==> src/rtl/hazard_unit_pkg.sv <==
// Shared types and constants for the pipeline hazard unit:
// FSM encoding, forward-select codes, and shadow-stage entry layouts.
package hazard_unit_pkg;

  typedef enum logic [1:0] {
    ST_RUN    = 2'd0,
    ST_DRAIN  = 2'd1,
    ST_HALTED = 2'd2
  } state_e;

  localparam logic [1:0] FWD_RF  = 2'b00;
  localparam logic [1:0] FWD_WB  = 2'b01;
  localparam logic [1:0] FWD_MEM = 2'b10;

  localparam logic [1:0] DRAIN_CYCLES = 2'd3;

  typedef struct packed {
    logic       valid;
    logic [4:0] dst;
    logic       reg_write;
    logic       mem_read;
  } stage_t;

  typedef struct packed {
    stage_t     base;
    logic [4:0] rs;
    logic [4:0] rt;
  } ex_stage_t;

  function automatic logic writes_reg(stage_t s, logic [4:0] r);
    return s.valid && s.reg_write && (s.dst != 5'd0) && (s.dst == r);
  endfunction

  // MEM holds the younger result, so it wins over WB.
  function automatic logic [1:0] fwd_sel(stage_t mem, stage_t wb, logic [4:0] src);
    logic [1:0] sel;
    sel = FWD_RF;
    if (writes_reg(mem, src))
      sel = FWD_MEM;
    else if (writes_reg(wb, src))
      sel = FWD_WB;
    return sel;
  endfunction

endpackage

==> src/rtl/hazard_track.sv <==
// Shadow copy of the EX/MEM/WB pipeline registers; EX takes the ID
// instruction when it advances and a bubble otherwise.
module hazard_track
  import hazard_unit_pkg::*;
(
  input  logic      i_clk,
  input  logic      i_rst_n,
  input  logic      i_advance,
  input  ex_stage_t i_id,
  output ex_stage_t o_ex,
  output stage_t    o_mem,
  output stage_t    o_wb
);

  ex_stage_t r_ex;
  stage_t    r_mem;
  stage_t    r_wb;

  always_ff @(posedge i_clk or negedge i_rst_n) begin
    if (!i_rst_n) begin
      r_ex  <= '0;
      r_mem <= '0;
      r_wb  <= '0;
    end else begin
      r_wb  <= r_mem;
      r_mem <= r_ex.base;
      r_ex  <= i_advance ? i_id : ex_stage_t'('0);
    end
  end

  assign o_ex  = r_ex;
  assign o_mem = r_mem;
  assign o_wb  = r_wb;

endmodule

==> src/rtl/hazard_unit.sv <==
// Stall / flush / forwarding control for a 5-stage pipeline, plus the
// halt drain sequencer.
//   state     | meaning
//   ST_RUN    | normal issue; hazards resolved by priority
//   ST_DRAIN  | halt seen; bubbles while older instructions retire
//   ST_HALTED | pipeline drained; frozen until reset
module hazard_unit
  import hazard_unit_pkg::*;
(
  input  logic       clk,
  input  logic       reset_n,
  input  logic       id_valid,
  input  logic [4:0] id_rs,
  input  logic [4:0] id_rt,
  input  logic       id_rt_used,
  input  logic [4:0] id_dst,
  input  logic       id_reg_write,
  input  logic       id_mem_read,
  input  logic       id_jump,
  input  logic       id_halt,
  input  logic       ex_branch_taken,
  output logic       pc_write,
  output logic       ifid_write,
  output logic       ifid_flush,
  output logic       idex_bubble,
  output logic [1:0] fwd_a,
  output logic [1:0] fwd_b,
  output logic       halted
);

  state_e     r_state;
  state_e     w_state_nxt;
  logic [1:0] r_drain_cnt;
  logic [1:0] w_drain_cnt_nxt;
  logic       w_advance;
  logic       w_load_use;
  ex_stage_t  w_id;
  ex_stage_t  w_ex;
  stage_t     w_mem;
  stage_t     w_wb;

  assign w_id = '{base: '{valid: id_valid, dst: id_dst, reg_write: id_reg_write,
                          mem_read: id_mem_read},
                  rs: id_rs, rt: id_rt};

  hazard_track u_track (
    .i_clk     (clk),
    .i_rst_n   (reset_n),
    .i_advance (w_advance),
    .i_id      (w_id),
    .o_ex      (w_ex),
    .o_mem     (w_mem),
    .o_wb      (w_wb)
  );

  assign w_load_use = w_ex.base.valid && w_ex.base.mem_read && (w_ex.base.dst != 5'd0) &&
                      ((w_ex.base.dst == id_rs) || (id_rt_used && (w_ex.base.dst == id_rt)));

  assign fwd_a = fwd_sel(w_mem, w_wb, w_ex.rs);
  assign fwd_b = fwd_sel(w_mem, w_wb, w_ex.rt);

  always_ff @(posedge clk or negedge reset_n) begin
    if (!reset_n) begin
      r_state     <= ST_RUN;
      r_drain_cnt <= 2'd0;
    end else begin
      r_state     <= w_state_nxt;
      r_drain_cnt <= w_drain_cnt_nxt;
    end
  end

  always_comb begin
    w_state_nxt     = r_state;
    w_drain_cnt_nxt = r_drain_cnt;
    w_advance       = 1'b0;
    pc_write        = 1'b1;
    ifid_write      = 1'b1;
    ifid_flush      = 1'b0;
    idex_bubble     = 1'b0;
    halted          = 1'b0;
    unique case (r_state)
      ST_RUN: begin
        if (ex_branch_taken) begin
          ifid_flush  = 1'b1;
          idex_bubble = 1'b1;
        end else if (w_load_use) begin
          pc_write    = 1'b0;
          ifid_write  = 1'b0;
          idex_bubble = 1'b1;
        end else begin
          w_advance = id_valid;
          if (id_valid && id_jump) begin
            ifid_flush = 1'b1;
          end else if (id_valid && id_halt) begin
            w_state_nxt     = ST_DRAIN;
            w_drain_cnt_nxt = DRAIN_CYCLES;
          end
        end
      end
      ST_DRAIN: begin
        if (ex_branch_taken) begin
          // Halt was on the wrong path; squash it and resume.
          ifid_flush      = 1'b1;
          idex_bubble     = 1'b1;
          w_state_nxt     = ST_RUN;
          w_drain_cnt_nxt = 2'd0;
        end else begin
          pc_write    = 1'b0;
          ifid_write  = 1'b0;
          idex_bubble = 1'b1;
          if (r_drain_cnt <= 2'd1) begin
            w_state_nxt     = ST_HALTED;
            w_drain_cnt_nxt = 2'd0;
          end else begin
            w_drain_cnt_nxt = r_drain_cnt - 2'd1;
          end
        end
      end
      ST_HALTED: begin
        pc_write    = 1'b0;
        ifid_write  = 1'b0;
        idex_bubble = 1'b1;
        halted      = 1'b1;
      end
      default: w_state_nxt = ST_RUN;
    endcase
    // Outputs are combinational, so reset must override them directly.
    if (!reset_n) begin
      w_advance   = 1'b0;
      pc_write    = 1'b1;
      ifid_write  = 1'b1;
      ifid_flush  = 1'b0;
      idex_bubble = 1'b0;
      halted      = 1'b0;
    end
  end

endmodule

==> config.mk <==
export PLATFORM = sky130hd
export DESIGN_NAME = hazard_unit
export DESIGN_NICKNAME = d
export VERILOG_FILES = /design/src/rtl/hazard_unit_pkg.sv /design/src/rtl/hazard_track.sv /design/src/rtl/hazard_unit.sv
export SDC_FILE = /design/constraint.sdc
export NUM_CORES = 1
export LEC_CHECK = 0
export CORE_ASPECT_RATIO = 0.9
export CORE_MARGIN = 8
export CORE_UTILIZATION = 60
export CTS_BUF_LIST = sky130_fd_sc_hd__clkbuf_16
export DETAILED_ROUTE_END_ITERATION = 12
export DONT_BUFFER_PORTS = 1
export PLACE_DENSITY_LB_ADDON = 0.3
export SYNTH_ARGS = -nofsm -noshare
export SYNTH_HDL_FRONTEND = slang
export SYNTH_SLANG_ARGS = --single-unit
==> constraint.sdc <==
create_clock -name clk -period 2.1 [get_ports clk]
set_clock_uncertainty 0.05 [all_clocks]
set_input_delay 0.21 -clock clk [delete_from_list [all_inputs] [get_ports clk]]
set_output_delay 0.21 -clock clk [all_outputs]
set_load 0.005 [all_outputs]
==> results.toml <==
[place]
gp_congestion = 0.833
io_buffers = 0
dp.cells = 193
placedInstanceArea_mm2 = 0.00178
place_hpwl_um = 2590
pre_cts_slack_ns = 0.0758

[final_layout]
synthToLayoutAreaGrowth_pct = 19.8
layout-drive-gt1-share_pct = 18.7
nets = 194
stdcell_count = 207
finish.instance_area_mm2 = 0.00207

[sta]
relSlewSlack_pct = 76.0
maxSlewViolCount = 0
period_needed_ns = 2.18
post-route-worst-setup-slack_ns = -0.0817
max_freq_ghz = 0.458
tightest_slew_ns = 0.358
fin_tns_setup_ns = -0.157
setup_viol = 4
final_hold_viol_count = 0
grt_setup_unrepaired = "yes"
finalCritPeriodShare_pct = 104

[critical_path]
worstPathArrival_ns = 1.92
end_kind = "output port"
start_kind = "flop"
crit_fanout = 2
crit_required_ns = 1.84
critical_path_class = "flop to output port"

[logic_synthesis]
yosysTopAreaCellShare_pct = 52.1
synth-seq-area-share_pct = 52.1
synthesis.area_mm2 = 0.00173
synthesis.nets = 180
yosysWarnings = 0
synth_top_cell_by_area = "dfrtp_1"
synth_area_leaders = "dfrtp_1 (52%), xnor2_1 (8.1%), xor2_1 (7.1%)"
netlist_instances = 152
synth-seq-cells = 36
synth_area_per_cell_um2 = 11.4
synthDistinctLibCells = 34

[global_route]
grt_pass1_vias = 1269
antenna_found_initial = 1
grt_pass1_wl_um = 6080
grt_overflow = 0
grt_max_degree = 37
track_usage_pct = 16.5

[floorplan]
die_area_mm2 = 0.00486
start_util_pct = 63.0
core.rowCount = 18
io_pins = 33
die_w_um = 72.6
core_area_mm2 = 0.00275
die_h_um = 66.9

[power]
clockPowerShare_pct = 32.0
peakVddDrop_v = 0.000742
powerDensity_mw_per_mm2 = 1010
p_leak_uw = 0.00102
switching_share_pct = 30.9
p_comb_share_pct = 27.6
p_int_uw = 1440
p_sw_uw = 645
p_seq_share_pct = 40.4

[detailed_routing]
drc = 0
drt_iter0_drc = 68
vias = 1187
routedWlPerCell_um = 18.6
firstDrtPassIters = 5
avgViaCountPerCell = 5.73
ant_nets = 0
drt_wl_total_um = 3850

[clock_tree]
cts_made_buffers = 5
root_buffer = "clkbuf_16"
clk_path_buf_depth = 2
cts.htree.levels = 2
clock_latency_ns = 0.27
path_clk_slew_ns = 0.05
cts.sinks = 36
cts_tree = "built"

[flow_run]
maxCapViolCount = 0

[min_path]
hp-class = "input pin to flop"

[status]
status = "finished, violations left"
violations = "negative setup slack"
[layer usage]
layer	up-vias	part of all wire, %	global-route usage [%]
met5	-	0	0
met3	10	8.2	5.10
met4	0	2.6	8.98
met1	573	42	19.9
li1	550	-	-
met2	54	47	26.0
[metrics by stage]
stage	util, %	hold WS, ns	total power [µW]
3_3_place_gp	64.9	-0.135	1310
6_report	75.5	0.0122	2090
3_5_place_dp	64.9	-0.135	1340
4_1_cts	73.1	0.0107	2060
2_1_floorplan	-	-0.136	1250
5_1_grt	75.5	0.0128	2190
[state kept, by name, summed over array words and instances (netlist names)]
register and cells:
u_track.o_mem 7, u_track.o_wb 7, r_drain_cnt 2, u_track.o_ex 18, r_state 2
[cell usage after synthesis, drive strengths merged]
master   instances
xor2            14
xnor2           16
buf              3
nor2b            1
or3b             1
o21a             1
nor3b            1
a21oi            8
inv              5
nand4            2
or3              1
nand4b           1
o22ai            1
o311a            1
nand4bb          1
nor4             4
a2bb2oi          1
dfrtp           36
nor2             3
a21boi           1
nand3            5
o211ai           2
nand2            8
o2bb2ai          1
and2            18
clkbuf           1
mux2i            1
a31oi            3
or4              4
o311ai           1
o21ai            2
ha               4
[critical path: stages, from the launching register on]
cell and delay, ns:
dfrtp_1 0.37, or4_1 0.52, o211ai_1 0.29, nor4_2 0.12, nor4_1 0.19, buf_4 0.16
[placed cells by master (no fill, tap or decap), types with 4 or more instances in the layout]
cell type  netlist  routed
buf_4            1       7
nand3_1          5       4
and2_1          18      18
nand2_1          8       8
xnor2_1         16      13
inv_1            5       6
or4_1            4       4
dfrtp_1         36      34
a21oi_1          7       5
xor2_1          14      14
clkbuf_16        0       5
[final timing paths]
check / from / to / slack [ns] / cells past startpoint
worst min-delay path: id_dst[0] / u_track.o_ex[12]$_DFF_PN0_ / 0.01 / 1
min in group asynchronous: reset_n / u_track.o_ex[6]$_DFF_PN0_ / 0.33 / 2
max in group asynchronous: reset_n / u_track.o_ex[16]$_DFF_PN0_ / 1.49 / 2
worst max-delay path: u_track.o_mem[2]$_DFF_PN0_ / fwd_b[0] / -0.08 / 5
worst max register to register: u_track.o_ex[13]$_DFF_PN0_ / u_track.o_ex[5]$_DFF_PN0_ / 0.04 / 5
worst min register to register: u_track.o_ex[11]$_DFF_PN0_ / u_track.o_mem[1]$_DFF_PN0_ / 0.31 / 0
[timing repair]
action                     in CTS  in global routing
setup endpoints to repair       5                  6
gates resized for setup         7                 11
hold endpoints to repair       36                  0
setup buffers                   3                  1
pin swaps                       5                 10
hold buffers                    2                  0
[power groups by stage]
stage / clock network, µW / registers [µW] / logic (µW)
finish: 667 / 844 / 577
global route: 704 / 853 / 634
CTS: 675 / 841 / 543
detailed placement: 0 / 853 / 483
global placement: 0 / 846 / 463
floorplan: 0 / 833 / 413
[cells by family after synthesis]
family	after synthesis	synth area share [%]
simple gates	50	17.1
flops	36	52.1
xor+xnor	30	15.2
compound gates	22	9.18
buf+inv	9	3.04
fa+ha+maj	4	2.89
mux	1	0.578
[cell type report]
type                            count  area, µm²
Timing Repair Buffer               11        105
Inverter                            5       18.8
Tap cell                           40       50.0
Clock buffer                        5        125
Multi-Input combinational cell    107        860
Antenna cell                        1       2.50
Clock inverter                      2       8.76
Fill cell                         178        674
Sequential cell                    36        903
Power figures use the tool's default switching activity.
